<file path="src/rtl/ialm_pkg.sv">
// Shared definitions for the iterative approximate logarithmic multiplier (IALM).
// Holds default sizing, the controller state type and the per-iteration term.
package ialm_pkg;

  localparam int DEF_WIDTH = 16;
  localparam int DEF_ITER  = 2;
  localparam int KW        = $clog2(DEF_WIDTH);

  typedef enum logic [1:0] {
    IDLE,
    CALC,
    DONE
  } state_t;

  // One Mitchell term: 2^(k1+k2) + (r1<<k2) + (r2<<k1), all zero-extended to the product width.
  function automatic logic [2*DEF_WIDTH-1:0] iter_term(
    input logic [KW-1:0]        k1,
    input logic [KW-1:0]        k2,
    input logic [DEF_WIDTH-1:0] r1,
    input logic [DEF_WIDTH-1:0] r2
  );
    logic [KW:0]              ks;
    logic [2*DEF_WIDTH-1:0]   pow;
    ks  = {1'b0, k1} + {1'b0, k2};
    pow = {{(2*DEF_WIDTH-1){1'b0}}, 1'b1} << ks;
    return pow + ({{DEF_WIDTH{1'b0}}, r1} << k2) + ({{DEF_WIDTH{1'b0}}, r2} << k1);
  endfunction

endpackage

</file>
<file path="src/rtl/ialm_lod.sv">
// Combinational leading-one detector: position of the highest set bit of x,
// plus a flag for the all-zero input (k is 0 in that case).
module ialm_lod
  import ialm_pkg::*;
#(
  parameter int WIDTH = DEF_WIDTH
) (
  input  logic [WIDTH-1:0]         x,
  output logic [$clog2(WIDTH)-1:0] k,
  output logic                     zero
);

  localparam int KB = $clog2(WIDTH);

  // NOTE: k is given a default before the loop so no path leaves it unassigned (no latch).
  always_comb begin
    k = '0;
    for (int i = 0; i < WIDTH; i++) begin
      if (x[i]) k = i[KB-1:0];
    end
  end

  assign zero = ~|x;

endmodule

</file>
<file path="src/rtl/ialm_iter_ctrl.sv">
// Sequential IALM controller: accepts an operand pair, runs up to ITER Mitchell
// iterations (one per clock) and returns the accumulated approximate product.
module ialm_iter_ctrl
  import ialm_pkg::*;
#(
  parameter int WIDTH = DEF_WIDTH,
  parameter int ITER  = DEF_ITER
) (
  input  logic                       clk,
  input  logic                       rst,
  input  logic                       in_valid,
  output logic                       in_ready,
  input  logic [WIDTH-1:0]           a,
  input  logic [WIDTH-1:0]           b,
  output logic                       out_valid,
  input  logic                       out_ready,
  output logic [2*WIDTH-1:0]         product,
  output logic [$clog2(ITER+1)-1:0]  iter_used,
  output logic                       busy
);

  localparam int              KB     = $clog2(WIDTH);
  localparam int              CW     = $clog2(ITER+1);
  localparam logic [CW-1:0]   ITER_C = CW'(ITER);

  state_t                 state_q, state_d;
  logic [WIDTH-1:0]       x1, x2, r1, r2;
  logic [KB-1:0]          k1, k2;
  logic                   z1, z2;
  logic [2*WIDTH-1:0]     acc, term;
  logic [2*DEF_WIDTH-1:0] term_full;
  logic [CW-1:0]          cnt, cnt_inc;
  logic                   accept, step, last;

  ialm_lod #(.WIDTH(WIDTH)) u_lod1 (.x(x1), .k(k1), .zero(z1));
  ialm_lod #(.WIDTH(WIDTH)) u_lod2 (.x(x2), .k(k2), .zero(z2));

  always_comb begin
    r1     = x1;
    r1[k1] = 1'b0;
    r2     = x2;
    r2[k2] = 1'b0;
  end

  assign term_full = iter_term(KW'(k1), KW'(k2), DEF_WIDTH'(r1), DEF_WIDTH'(r2));
  assign term      = (2*WIDTH)'(term_full);
  assign cnt_inc   = cnt + 1'b1;
  // A zero residual means the next iteration would add nothing, so finish now.
  assign last      = (cnt_inc == ITER_C) || (r1 == '0) || (r2 == '0);

  always_comb begin
    state_d   = state_q;
    accept    = 1'b0;
    step      = 1'b0;
    in_ready  = (state_q == IDLE);
    busy      = (state_q == CALC);
    out_valid = (state_q == DONE);
    case (state_q)
      IDLE: begin
        if (in_valid) begin
          accept  = 1'b1;
          state_d = (a == '0 || b == '0) ? DONE : CALC;
        end
      end
      CALC: begin
        if (z1 || z2) begin
          state_d = DONE;
        end else begin
          step = 1'b1;
          if (last) state_d = DONE;
        end
      end
      DONE: begin
        if (out_ready) state_d = IDLE;
      end
      default: state_d = IDLE;
    endcase
  end

  // NOTE: sequential state uses non-blocking assignments so every register samples pre-edge values.
  always_ff @(posedge clk) begin
    if (rst) state_q <= IDLE;
    else     state_q <= state_d;
  end

  // NOTE: every datapath register is reset so an aborted transaction leaves nothing visible.
  always_ff @(posedge clk) begin
    if (rst) begin
      x1  <= '0;
      x2  <= '0;
      acc <= '0;
      cnt <= '0;
    end else if (accept) begin
      x1  <= a;
      x2  <= b;
      acc <= '0;
      cnt <= '0;
    end else if (step) begin
      acc <= acc + term;
      x1  <= r1;
      x2  <= r2;
      cnt <= cnt_inc;
    end
  end

  assign product   = acc;
  assign iter_used = cnt;

endmodule

</file>
<file path="config.mk">
export PLATFORM = sky130hd
export DESIGN_NAME = ialm_iter_ctrl
export DESIGN_NICKNAME = d
export VERILOG_FILES = /design/src/rtl/ialm_pkg.sv /design/src/rtl/ialm_lod.sv /design/src/rtl/ialm_iter_ctrl.sv
export SDC_FILE = /design/constraint.sdc
export NUM_CORES = 1
export LEC_CHECK = 0
export ABC_AREA = 1
export BUFFER_PORTS_ARGS = -buffer_cell sky130_fd_sc_hd__buf_2
export CAP_MARGIN = 20
export CORE_MARGIN = 10
export CORE_UTILIZATION = 55
export CTS_CLUSTER_SIZE = 30
export DETAILED_ROUTE_END_ITERATION = 8
export PLACE_DENSITY = 0.85
export SETUP_SLACK_MARGIN = 0.1
export SLEW_MARGIN = 20
export SYNTH_ARGS = -nofsm -noshare
export SYNTH_HDL_FRONTEND = slang
export SYNTH_SLANG_ARGS = --single-unit
</file>
<file path="constraint.sdc">
create_clock -name clk -period 12.3 [get_ports clk]
set_input_delay 0.615 -clock clk [delete_from_list [all_inputs] [get_ports clk]]
set_output_delay 0.615 -clock clk [all_outputs]
set_load 0.02 [all_outputs]
</file>
== After elaboration in Yosys (flattened, before gate mapping) ==
Cells that the tools add are included.

* Register bits after elaboration: 68
* Bits of input ports: 36
* Output and inout bits: 37
* Logic and storage cells: 93

* $add $sub $neg: 5
* Order comparisons: 4
* Eq/ne operators: 6
* Shift operators: 3
* Muxes and demuxes: 48
* Bitwise operators: 4
* Reduce and logical (&&, ||, !) cells: 18

{| class="wikitable"
|+ Operators with widths
! cell !! count
|-
| adder 32 bit || 3
|-
| zero test 16 bit || 4
|-
| 2-to-1 mux 16 bit || 4
|-
| 2-to-1 mux 4 bit || 16
|-
| << shifter 16 x 4 -> 32 bit || 2
|-
| AND 16 bit || 2
|-
| NOT 16 bit || 2
|-
| OR reduction 16 bit || 2
|-
| << shifter 1 x 5 -> 32 bit (first input constant) || 1
|-
| 2-to-1 mux 3 bit || 8
|-
| 2-to-1 mux 2 bit || 9
|-
| less-than comparator 4 x 5 -> 1 bit (second input constant) || 2
|-
| demux 1 bit (select 4 bit) || 2
|-
| >= comparator 4 x 1 -> 1 bit (second input constant) || 2
|-
| 2-to-1 mux 1 bit || 8
|-
| case mux 2 bit (3 select lines) || 1
|-
| adder 4 x 4 -> 5 bit || 1
|-
| == test 2 bit (second input constant) || 2
|-
| logical OR 1 bit || 4
|-
| != test 3 x 1 -> 1 bit (second input constant) || 1
|-
| AND reduction 3 bit || 1
|-
| adder 2 x 1 -> 2 bit (second input constant) || 1
|-
| == test 2 x 1 -> 1 bit (second input constant) || 1
|-
| logical AND 1 bit || 2
|-
| 6 further kinds || 7
|}

== Longest topological paths before layout ==
Gate-level depths: netlist (run 1).

* Word-level depth: 27
* Depth in mapped cells: 48
* Mapped depth without buffers: 45

== By module ==
Synthesis (run 1) repeated with hierarchy kept, for this count alone.

* Cell total of the unflattened synthesis: 1,553
* Area total of the unflattened synthesis: 9,392.8 µm²

{| class="wikitable"
|+ Modules (own cells, without submodules)
! module !! instances !! cells each !! area each (µm²) !! sequential area each (µm²)
|-
| ialm_iter_ctrl || 1 || 1,465 || 9,029.9 || 1,361.3
|-
| ialm_lod || 2 || 44 || 181.4 || 0.0
|}

== Least setup slack after synthesis (run 1) ==
No wires, ideal clock.

* Path type: flip-flop to flip-flop
* Start point: register x2[1]
* End point: register acc[23] (netlist: product[23])
* Setup time: 0.116 ns
* Data arrival time: 5.907 ns
* Required time: 12.184 ns
* Path slack: 6.277 ns
* Cell stages (with the launch flop): 43
* Path buffers: 2
* Period minus slack after synthesis: 6.023 ns
* Cells stage by stage: dfxtp_1 > inv_1 > o21bai_1 > nand2_1 > nand2_1 > nand2_1 > nand2_1 > nand2_1 > nand2_1 > nand2_1 > nand2_1 > nand2_2 > nand2_4 > nand2_4 > nand2_4 > buf_8 > buf_12 > ha_1 > (+7 left out) > fa_1 > ha_1 > fa_1 > nand3_1 > nand2_1 > a31oi_2 > o21ai_2 > nand2_1 > nand2_1 > nand2_1 > nand2_1 > a21oi_1 > o21ai_2 > a21boi_0 > or2_1 > nand3_1 > o211ai_1 > inv_1

* Word-level cells in the longest chain between the ends: 24
* Elaborated cells on any way between the ends: 34
* Classes of those cells: add/sub (4); order compare (2); shift (3); mux (19); bitwise (2); reduce/logical (4)

{| class="wikitable"
|+ RTL lines
! item !! line !! RTL
|-
| from (decl) || ialm_iter_ctrl.sv:27 || <nowiki>logic [WIDTH-1:0] x1, x2, r1, r2;</nowiki>
|-
| from (signal assigned) || ialm_iter_ctrl.sv:101 || <nowiki>x2 <= r2;</nowiki>
|-
| parallel branches: the longest is 24 deep, another holds 2-to-1 mux 4 bit || - ||
|-
| to (signal assigned) || ialm_iter_ctrl.sv:99 || <nowiki>acc <= acc + term;</nowiki>
|-
| to (decl) || ialm_iter_ctrl.sv:30 || <nowiki>logic [2*WIDTH-1:0] acc, term;</nowiki>
|}

Several ways; the timed one is not identified.
A chain may end at the register's enable or synchronous reset.

== Worst setup path in the final report (run 1) ==
* Start point: register x1[8]
* End point: register acc[23] (netlist: product[23])

* Word-level cells in the longest chain between the ends: 18
* Elaborated cells on any way between the ends: 27
* Classes of those cells: add/sub (4); order compare (2); shift (3); mux (12); bitwise (2); reduce/logical (4)

{| class="wikitable"
|+ RTL lines
! item !! line !! RTL
|-
| from (decl) || ialm_iter_ctrl.sv:27 ||
|-
| from (signal assigned) || ialm_iter_ctrl.sv:100 || <nowiki>x1 <= r1;</nowiki>
|-
| 2-to-1 mux 4 bit (8 in a row) || ialm_lod.sv:19 || <nowiki>if (x[i]) k = i[KB-1:0];</nowiki>
|-
| less-than comparator 4 x 5 -> 1 bit (implied by the code) or >= comparator 4 x 1 -> 1 bit (tied branches) || ialm_iter_ctrl.sv:40 || <nowiki>r1[k1] = 1'b0;</nowiki>
|-
| logical AND 1 bit (implied by the code) || ialm_iter_ctrl.sv:40 ||
|-
| 2-to-1 mux 1 bit (implied by the code) || ialm_iter_ctrl.sv:40 ||
|-
| demux 1 bit (select 4 bit) || ialm_iter_ctrl.sv:40 ||
|-
| NOT 16 bit (no source line) || - ||
|-
| AND 16 bit (no source line) || - ||
|-
| << shifter 16 x 4 -> 32 bit || ialm_pkg.sv:26 || <nowiki>return pow + ({{DEF_WIDTH{1'b0}}, r1} << k2) + ({{DEF_WIDTH{1'b0}}, r2} << k1);</nowiki>
|-
| adder 32 bit (2 in a row) || ialm_pkg.sv:26 ||
|-
| adder 32 bit || ialm_iter_ctrl.sv:99 ||
|}

Parallel ways exist; a longest one is shown, timed or not.

==> run summary, run 1 <==
Most common cell on crit path: nand2_1
Row cnt: 45
Via density: 5.675
Largest net degree at the start of global routing: 55
Crit Path Category: reg2reg
Share of the synthesized area in the top cell type: 0.1584
Fillers: 1474
Setup bufs post-CTS: 0
GP Congestion: 0.9760
Req. time, crit path: 12.56 ns
CTS sink cnt: 68
Hold Slack: 0.4966 ns
Ys flop type: dfxtp_1
Ys Warns: 0
Crit path DAT: 7.34 ns
Slew @ Worst Pin: 1.010 ns
FF-to-FF Start: x1[8]
DIE AREA: 0.02102 mm2
Nets: 1494
Longest Clk Path Bufs: 2
Detailed-route via count: 8938
Largest family of logic cells by synthesized area: simple AND/OR/NAND/NOR gates
Seq/Total Area, Yosys: 0.1584
Setup Skew: 0.01157 ns
Synth Register Bits: 68
Clock Latency Late Sink: 0.36 ns
Setup slack, reg-to-reg: 5.22 ns
Async SR Flop Fraction: 0
Hold path cells: 2
EDFF count, synth: 0
Io pins: 73
Number of diodes: 0
Hold_buf cts: 0
Vias in the first global route: 8621
Total Routing Usage GR: 0.2495
Routed len/inst: 16.74 um
Adder-cell share of the synthesized area: 0.1992
Placed cell area: 0.008995 mm2
Layout cells sized above 1: 0.1144
Final period utilization: 0.5759
Slowest CP cell: fa_1
Setup TNS: 0 ns
Clock-pin slew on the worst setup and hold paths: 0.06 ns
Fin crit period: 7.083 ns
Cell with the most instances after synthesis: nand2_1
CTS tree: yes
CTS Buf Count: 9
# resized after CTS: 0
CP Max Fanout: 17
Hold Crit Start: x2[13]
H-tree depth: 3
Crit start category: flip-flop
Worst min path class: reg2reg
FF-to-FF End: product[23]
Input/output buffers: 72
Core footprint: 0.01526 mm2
Reg2Reg Depth: 30
RSZ-0062 raised after global routing: false
XOR/XNOR share of the synthesized area: 0.02446
Max cap viols: 0
Initial antenna violation count: 0
Max Fclk: 141.2 MHz
Fin. Hold Viols: 0
Height of the die: 145.0 um
Starting density of the core: 0.5631
Synth top area cells: dfxtp_1, nand2_1, fa_1
Crit path largest cell delay: 0.53 ns
Yosys cell types: 50
First-pass GRT wire length: 43390 um
Root buf cell: clkbuf_16
Slew HR: 0.3259
Status: complete, no violations
Number of remaining DRC errors: 0
Finished Cell Area: 0.009336 mm2
1st-iter DRT viols: 1229
Post-Synthesis Cells: 1322
Setup crit end kind: flip-flop
Area delta synth->final: 8.665%
Grt total ovfl: 0
Hold Path End: x2[13]
Mapped Area: 0.008592 mm2
# setup viols final: 0
Compound-Gate Fraction of Synth Area: 0.1826
Die W: 145.0 um
Total Wirelength: 26370 um
Count of pins over their slew limit: 0
Simple-gate area share of the yosys netlist: 0.3035
Post-synth top area cell: dfxtp_1
Pre-Repair DR Iteration Count: 6
Avg Inst Size Synth: 6.499 um2
Detailed placement HPWL: 20880 um
Mux contribution to synthesized area: 0.001165
DRT antenna net count: 0
Post-synth top cells: nand2_1, inv_1, nand3_1, a21oi_1, dfxtp_1
[cell families after synthesis]
| group | count (synthesis) |
|---|---|
| AOI/OAI and AO/OA | 264 |
| xor gates and xnor gates | 24 |
| adders and majority gates | 99 |
| buffers and inverters | 276 |
| DFF | 68 |
| muxes | 1 |
| other | 1 |
| and+or+nand+nor | 589 |
[how the worst max path moves through the flow]
stage | start | cells after the start | endpoint
2_1_floorplan | x2[1] | 42 | product[23]
3_3_place_gp | x1[8] | 30 | product[23]
3_5_place_dp | x1[8] | 30 | product[23]
4_1_cts | x1[8] | 30 | product[23]
5_1_grt | x2[1] | 39 | product[30]
6_report | x1[8] | 30 | product[23]
[worst max-delay path, delay by kind of cell (launching register included)]
kind,cells,cell delay (ns)
buffers and inverters,5,1.27
and+or+nand+nor,12,1.82
adders and majority gates,5,2.02
DFF,1,0.37
AOI/OAI and AO/OA,8,1.48
[flip-flops by register name (all words and copies together) (netlist names)]
register	flops
state_q	2
iter_used	2
x1	16
x2	16
product	32
[layout by cell type (no fill, tap or decap), drive strengths merged, types with 10 or more instances in the layout]
cell type | netlist | final
fa | 63 | 63
a21oi | 78 | 78
o21ai | 109 | 109
inv | 222 | 222
nor2 | 68 | 68
clkbuf | 29 | 10
dfxtp | 68 | 68
buf | 25 | 79
nor3 | 11 | 11
nand2 | 352 | 352
or2 | 12 | 12
nor4 | 10 | 10
nand3 | 110 | 110
nand4 | 22 | 22
a31oi | 39 | 39
ha | 36 | 36
xor2 | 15 | 15
o211ai | 12 | 12
[per-layer routing]
layer  vias up  global-route usage  part of all wire
li1       4358                   -                 -
met1      4157              0.3185              0.42
met2       378              0.4093              0.47
met3        45             0.05495             0.085
met4         0             0.07814             0.021
met5         -                   0                 0
[cell type report]
type	count	area [um2]	share of cell area
clock inverters	6	112.6	0.01206
multi-input cells	979	6123	0.6559
inverters	222	833.3	0.08925
flip-flops and latches	68	1361	0.1458
well taps	211	264.0	0.02828
repair buffers	79	412.9	0.04422
clock buffers	10	229.0	0.02452
[through the flow]
step | util | setup slack, ns | std cells
4_1_cts | 0.6119 | 5.408 | 1575
5_1_grt | 0.6119 | 4.707 | 1575
3_3_place_gp | 0.5895 | 5.665 | 1559
2_1_floorplan | - | 6.277 | 1323
3_5_place_dp | 0.5895 | 5.483 | 1559
6_report | 0.6119 | 5.217 | 1575
Power of run 1 is not shown: default switching activity piles up to over one toggle a cycle in this logic, so the estimate is an artifact.
==> inputs of run 2 (changes only) <==
==> constraint.sdc (replaced) <==
create_clock -name clk -period 6.8 [get_ports clk]
set_input_delay 0.34 -clock clk [delete_from_list [all_inputs] [get_ports clk]]
set_output_delay 0.34 -clock clk [all_outputs]
set_load 0.02 [all_outputs]
==> run summary, run 2 (synthesis results as in run 1) <==
Pre-Repair DR Iteration Count: 6
Commonest non-fill, non-tap cell in the layout: nand2_1
Root buf cell: clkbuf_16
Crit start category: flip-flop
Nets: 1511
Clock-pin slew on the worst setup and hold paths: 0.06 ns
Longest Clk Path Bufs: 2
Max reg flops: 32
Detailed-route via count: 9098
Layout cells sized above 1: 0.1354
Setup crit end kind: flip-flop
Total Routing Usage GR: 0.2492
DIE AREA: 0.02102 mm2
Row cnt: 45
Io pins: 73
H-tree depth: 3
CTS sink cnt: 68
Via density: 5.715
Die W: 145.0 um
First-pass GRT wire length: 43740 um
GP Congestion: 1.007
Hold_buf cts: 0
Number of remaining DRC errors: 0
DRT antenna net count: 0
Largest net degree at the start of global routing: 55
Setup Skew: 0.006226 ns
Post-layout util: 0.6216
Vias in the first global route: 8564
Height of the die: 145.0 um
1st-iter DRT viols: 1050
Count of pins over their slew limit: 0
Final period utilization: 0.9288
Req. time, crit path: 7.04 ns
Area delta synth->final: 10.40%
Starting density of the core: 0.5631
Status: complete, no violations
Multi-input gate area: 0.006198 mm2
Total Wirelength: 26880 um
Clock Latency Late Sink: 0.35 ns
CTS tree: yes
Routed len/inst: 16.88 um
Grt total ovfl: 0
Crit path largest cell delay: 0.66 ns
Detailed placement HPWL: 21650 um
Initial antenna violation count: 0
Setup TNS: 0 ns
Max cap viols: 0
Core footprint: 0.01526 mm2
Most common cell on crit path: nand2_1
# setup viols final: 0
Slew HR: 0.3060
CP Max Fanout: 5
Fin crit period: 6.316 ns
Most frequent cells in the layout: nand2_1, inv_1, nand3_1
Slew @ Worst Pin: 1.040 ns
FF+latch area: 0.001361 mm2
Fillers: 1476
Fin. Hold Viols: 0
Max Fclk: 158.3 MHz
RSZ-0062 raised after global routing: false
Input/output buffers: 72
Slowest CP cell: fa_2
CTS Buf Count: 9
Number of diodes: 0
Crit path DAT: 6.56 ns
Worst min path class: in2reg
Crit Path Category: reg2reg
run 2: path summary, 6_finish.rpt:
kind,start,slack (ns),to,depth (start not counted)
max reg2reg,x2[1],0.48,product[23],40
max,x2[1],0.48,product[23],40
min,b[15],0.25,x2[15],3
min reg2reg,x2[13],0.51,x2[13],2
run 2: cell type report:
| type | count | area share |
|---|---|---|
| clock inverters | 6 | 0.005144 |
| flip-flops and latches | 68 | 0.1435 |
| well taps | 211 | 0.02783 |
| repair buffers | 96 | 0.05698 |
| multi-input cells | 979 | 0.6535 |
| inverters | 222 | 0.08785 |
| clock buffers | 10 | 0.02519 |
run 2: per-layer routing:
metal  GRT usage  routed length [um]
met4     0.07099                 503
met5           0                   0
met2      0.4097               12780
met1      0.3288               11540
met3     0.04036                2056
run 2: what timing repair did:
item | in CTS | in global routing
resized for setup | 0 | 16
setup endpoints to repair | 0 | 10
buffers inserted | 0 | 2
endpoints found under the hold margin | 0 | 0
run 2: stage by stage:
stage               worst slack, ns  hold WS [ns]  area [um2]  instances
floorplan                    0.7768        0.4544        8596       1323
global placement             0.6611        0.4683        9107       1574
detailed placement           0.3597        0.4977        9107       1574
CTS                          0.3360        0.2510        9395       1590
global route                0.06424        0.2640        9485       1592
finish                       0.4839        0.2546        9485       1592
run 2: worst max-delay path, delay by kind of cell (launching register included):
kind                       cells  cell delay [ns]
adders and majority gates      6             2.47
DFF                            1             0.38
AOI/OAI and AO/OA              7             1.11
and+or+nand+nor               22             1.89
buffers and inverters          5             0.36
Power of run 2 is left out for the same reason.
==> inputs of run 3 (changes only) <==
--- a/config.mk
+++ b/config.mk
@@ -7,7 +7,6 @@
 export LEC_CHECK = 0
 export ABC_AREA = 1
 export BUFFER_PORTS_ARGS = -buffer_cell sky130_fd_sc_hd__buf_2
-export CAP_MARGIN = 20
 export CORE_MARGIN = 10
 export CORE_UTILIZATION = 55
 export CTS_CLUSTER_SIZE = 30
@@ -17,4 +16,5 @@
 export SLEW_MARGIN = 20
 export SYNTH_ARGS = -nofsm -noshare
 export SYNTH_HDL_FRONTEND = slang
+export SYNTH_HIERARCHICAL = 1
 export SYNTH_SLANG_ARGS = --single-unit
==> run summary, run 3 <==
Pre-Repair DR Iteration Count: 6
Number of diodes: 0
FF-to-FF Start: x2[5]
Synth top area cells: nand2_1, dfxtp_1, fa_1
Max cap viols: 0
GP Congestion: 1.101
Crit start category: flip-flop
Layout cells sized above 1: 0.1020
Req. time, crit path: 7.06 ns
Slew @ Worst Pin: 0.9810 ns
Ys Warns: 6
Hold path cells: 3
Post-synth top cells: nand2_1, inv_1, a21oi_1, nor2_1, nand3_1
Net Count, Synth: 1688
Total Wirelength: 32250 um
Crit Path Category: reg2reg
Setup Skew: 0.006348 ns
Grt met3 use: 0.04742
Setup TNS: 0 ns
Seq/Total Area, Yosys: 0.1449
DRT antenna net count: 0
Largest net degree at the start of global routing: 65
Crit path DAT: 6.41 ns
Height of the die: 150.7 um
FF-to-FF End: product[29]
Total Routing Usage GR: 0.2874
Input/output buffers: 72
Ys flop type: dfxtp_1
First-pass GRT wire length: 51140 um
Root buf cell: clkbuf_16
Placed cell area: 0.009841 mm2
Max Fclk: 162.5 MHz
Synth Register Bits: 68
Routed len/inst: 17.74 um
Max reg flops: 32
Hold Path End: x1[3]
Io pins: 73
Hold_buf cts: 0
Share of the synthesized area in the top cell type: 0.1878
Detailed-route via count: 10197
DIE AREA: 0.02270 mm2
Longest Clk Path Bufs: 2
GRT busiest layer: met2
Setup crit end kind: flip-flop
Fillers: 1666
Core footprint: 0.01664 mm2
Hold Crit Start: a[3]
Initial antenna violation count: 0
Vias in the first global route: 9671
Yosys cell types: 44
Clock Latency Late Sink: 0.36 ns
Most frequent cells in the layout: nand2_1, inv_1, a21oi_1
CTS Buf Count: 9
RSZ-0062 raised after global routing: false
Commonest non-fill, non-tap cell in the layout: nand2_1
CTS tree: yes
Worst min path class: in2reg
Fin. Hold Viols: 0
Row cnt: 47
# resized after CTS: 0
H-tree depth: 3
Mapped Area: 0.009393 mm2
Number of remaining DRC errors: 0
Post-Synthesis Cells: 1553
Post-synth top area cell: nand2_1
Setup bufs post-CTS: 0
EDFF count, synth: 0
Fin crit period: 6.154 ns
Setup slack, reg-to-reg: 0.65 ns
CTS sink cnt: 68
Async SR Flop Fraction: 0
Status: complete, no violations
Nets: 1728
Die W: 150.7 um
Grt total ovfl: 0
M1 GR Usage: 0.3958
Count of pins over their slew limit: 0
1st-iter DRT viols: 1048
Crit. Startpoint: x2[5]
# setup viols final: 0
CP Max Fanout: 19
Slew HR: 0.3451
Via density: 5.609
Clock-pin slew on the worst setup and hold paths: 0.07 ns
Area delta synth->final: 8.232%
Cell with the most instances after synthesis: nand2_1
Reg2Reg Depth: 27
Finished Cell Area: 0.01017 mm2
Detailed placement HPWL: 26890 um
Avg Inst Size Synth: 6.048 um2
M2 GR Usage: 0.4533
Final period utilization: 0.9050
Starting density of the core: 0.5644
Hold Slack: 0.3050 ns
## run 3: final cells by class
cell class,instances,area [um2],share of cell area
Timing Repair Buffer,86,465.4,0.04578
Clock buffer,9,225.2,0.02215
Inverter,275,1035,0.1018
Sequential cell,68,1361,0.1339
Tap cell,220,275.3,0.02708
Multi-Input combinational cell,1153,6704,0.6594
Clock inverter,7,100.1,0.009846
## run 3: how the worst max path moves through the flow
stage | end | depth (start not counted) | slack [ns]
floorplan | product[25] | 32 | 1.53
global placement | product[25] | 37 | 0.85
detailed placement | product[29] | 27 | 0.72
CTS | product[25] | 29 | 0.71
global route | product[25] | 38 | 0.18
finish | product[29] | 27 | 0.65
## run 3: critical path, stage by stage, from the launching register on
cell	delay (ns)
dfxtp_1	0.34
nor2_1	0.17
o21ai_0	0.12
nand3_1	0.08
nand3_1	0.07
nand3_1	0.07
nand3_1	0.06
nand3_1	0.33
inv_4	0.19
fa_1	0.45
xor2_1	0.43
inv_1	0.25
nor3_1	0.29
nand3_1	0.22
fa_1	0.55
fa_1	0.49
inv_1	0.08
ha_1	0.16
inv_1	0.06
fa_1	0.43
o21bai_1	0.33
nand2_1	0.10
nand3_1	0.26
nand3_1	0.20
nand3_1	0.13
nand3_1	0.08
nand2_1	0.07
inv_1	0.04
## run 3: routing by layer
layer / share of wire / wire length [um] / up-vias
met3: 0.096 / 3102 / 36
met5: 0 / 0 / -
met2: 0.44 / 14270 / 424
li1: - / - / 5010
met4: 0.020 / 647 / 0
met1: 0.44 / 14230 / 4727
## run 3: cells by family after synthesis
group	count (synthesis)	share of synthesized area
buf+inv	332	0.1413
flops	68	0.1449
fa+ha+maj	99	0.1822
simple gates	741	0.3345
xor+xnor	13	0.01212
compound gates	290	0.1742
mux	10	0.01066
## run 3: stage by stage
step / setup slack [ns] / util / instances
2_1_floorplan: 1.526 / - / 1553
5_1_grt: 0.1775 / 0.6109 / 1818
3_5_place_dp: 0.7226 / 0.5913 / 1802
3_3_place_gp: 0.8503 / 0.5913 / 1802
6_report: 0.6461 / 0.6109 / 1818
4_1_cts: 0.7061 / 0.6109 / 1818
Power of run 3 is left out for the same reason.
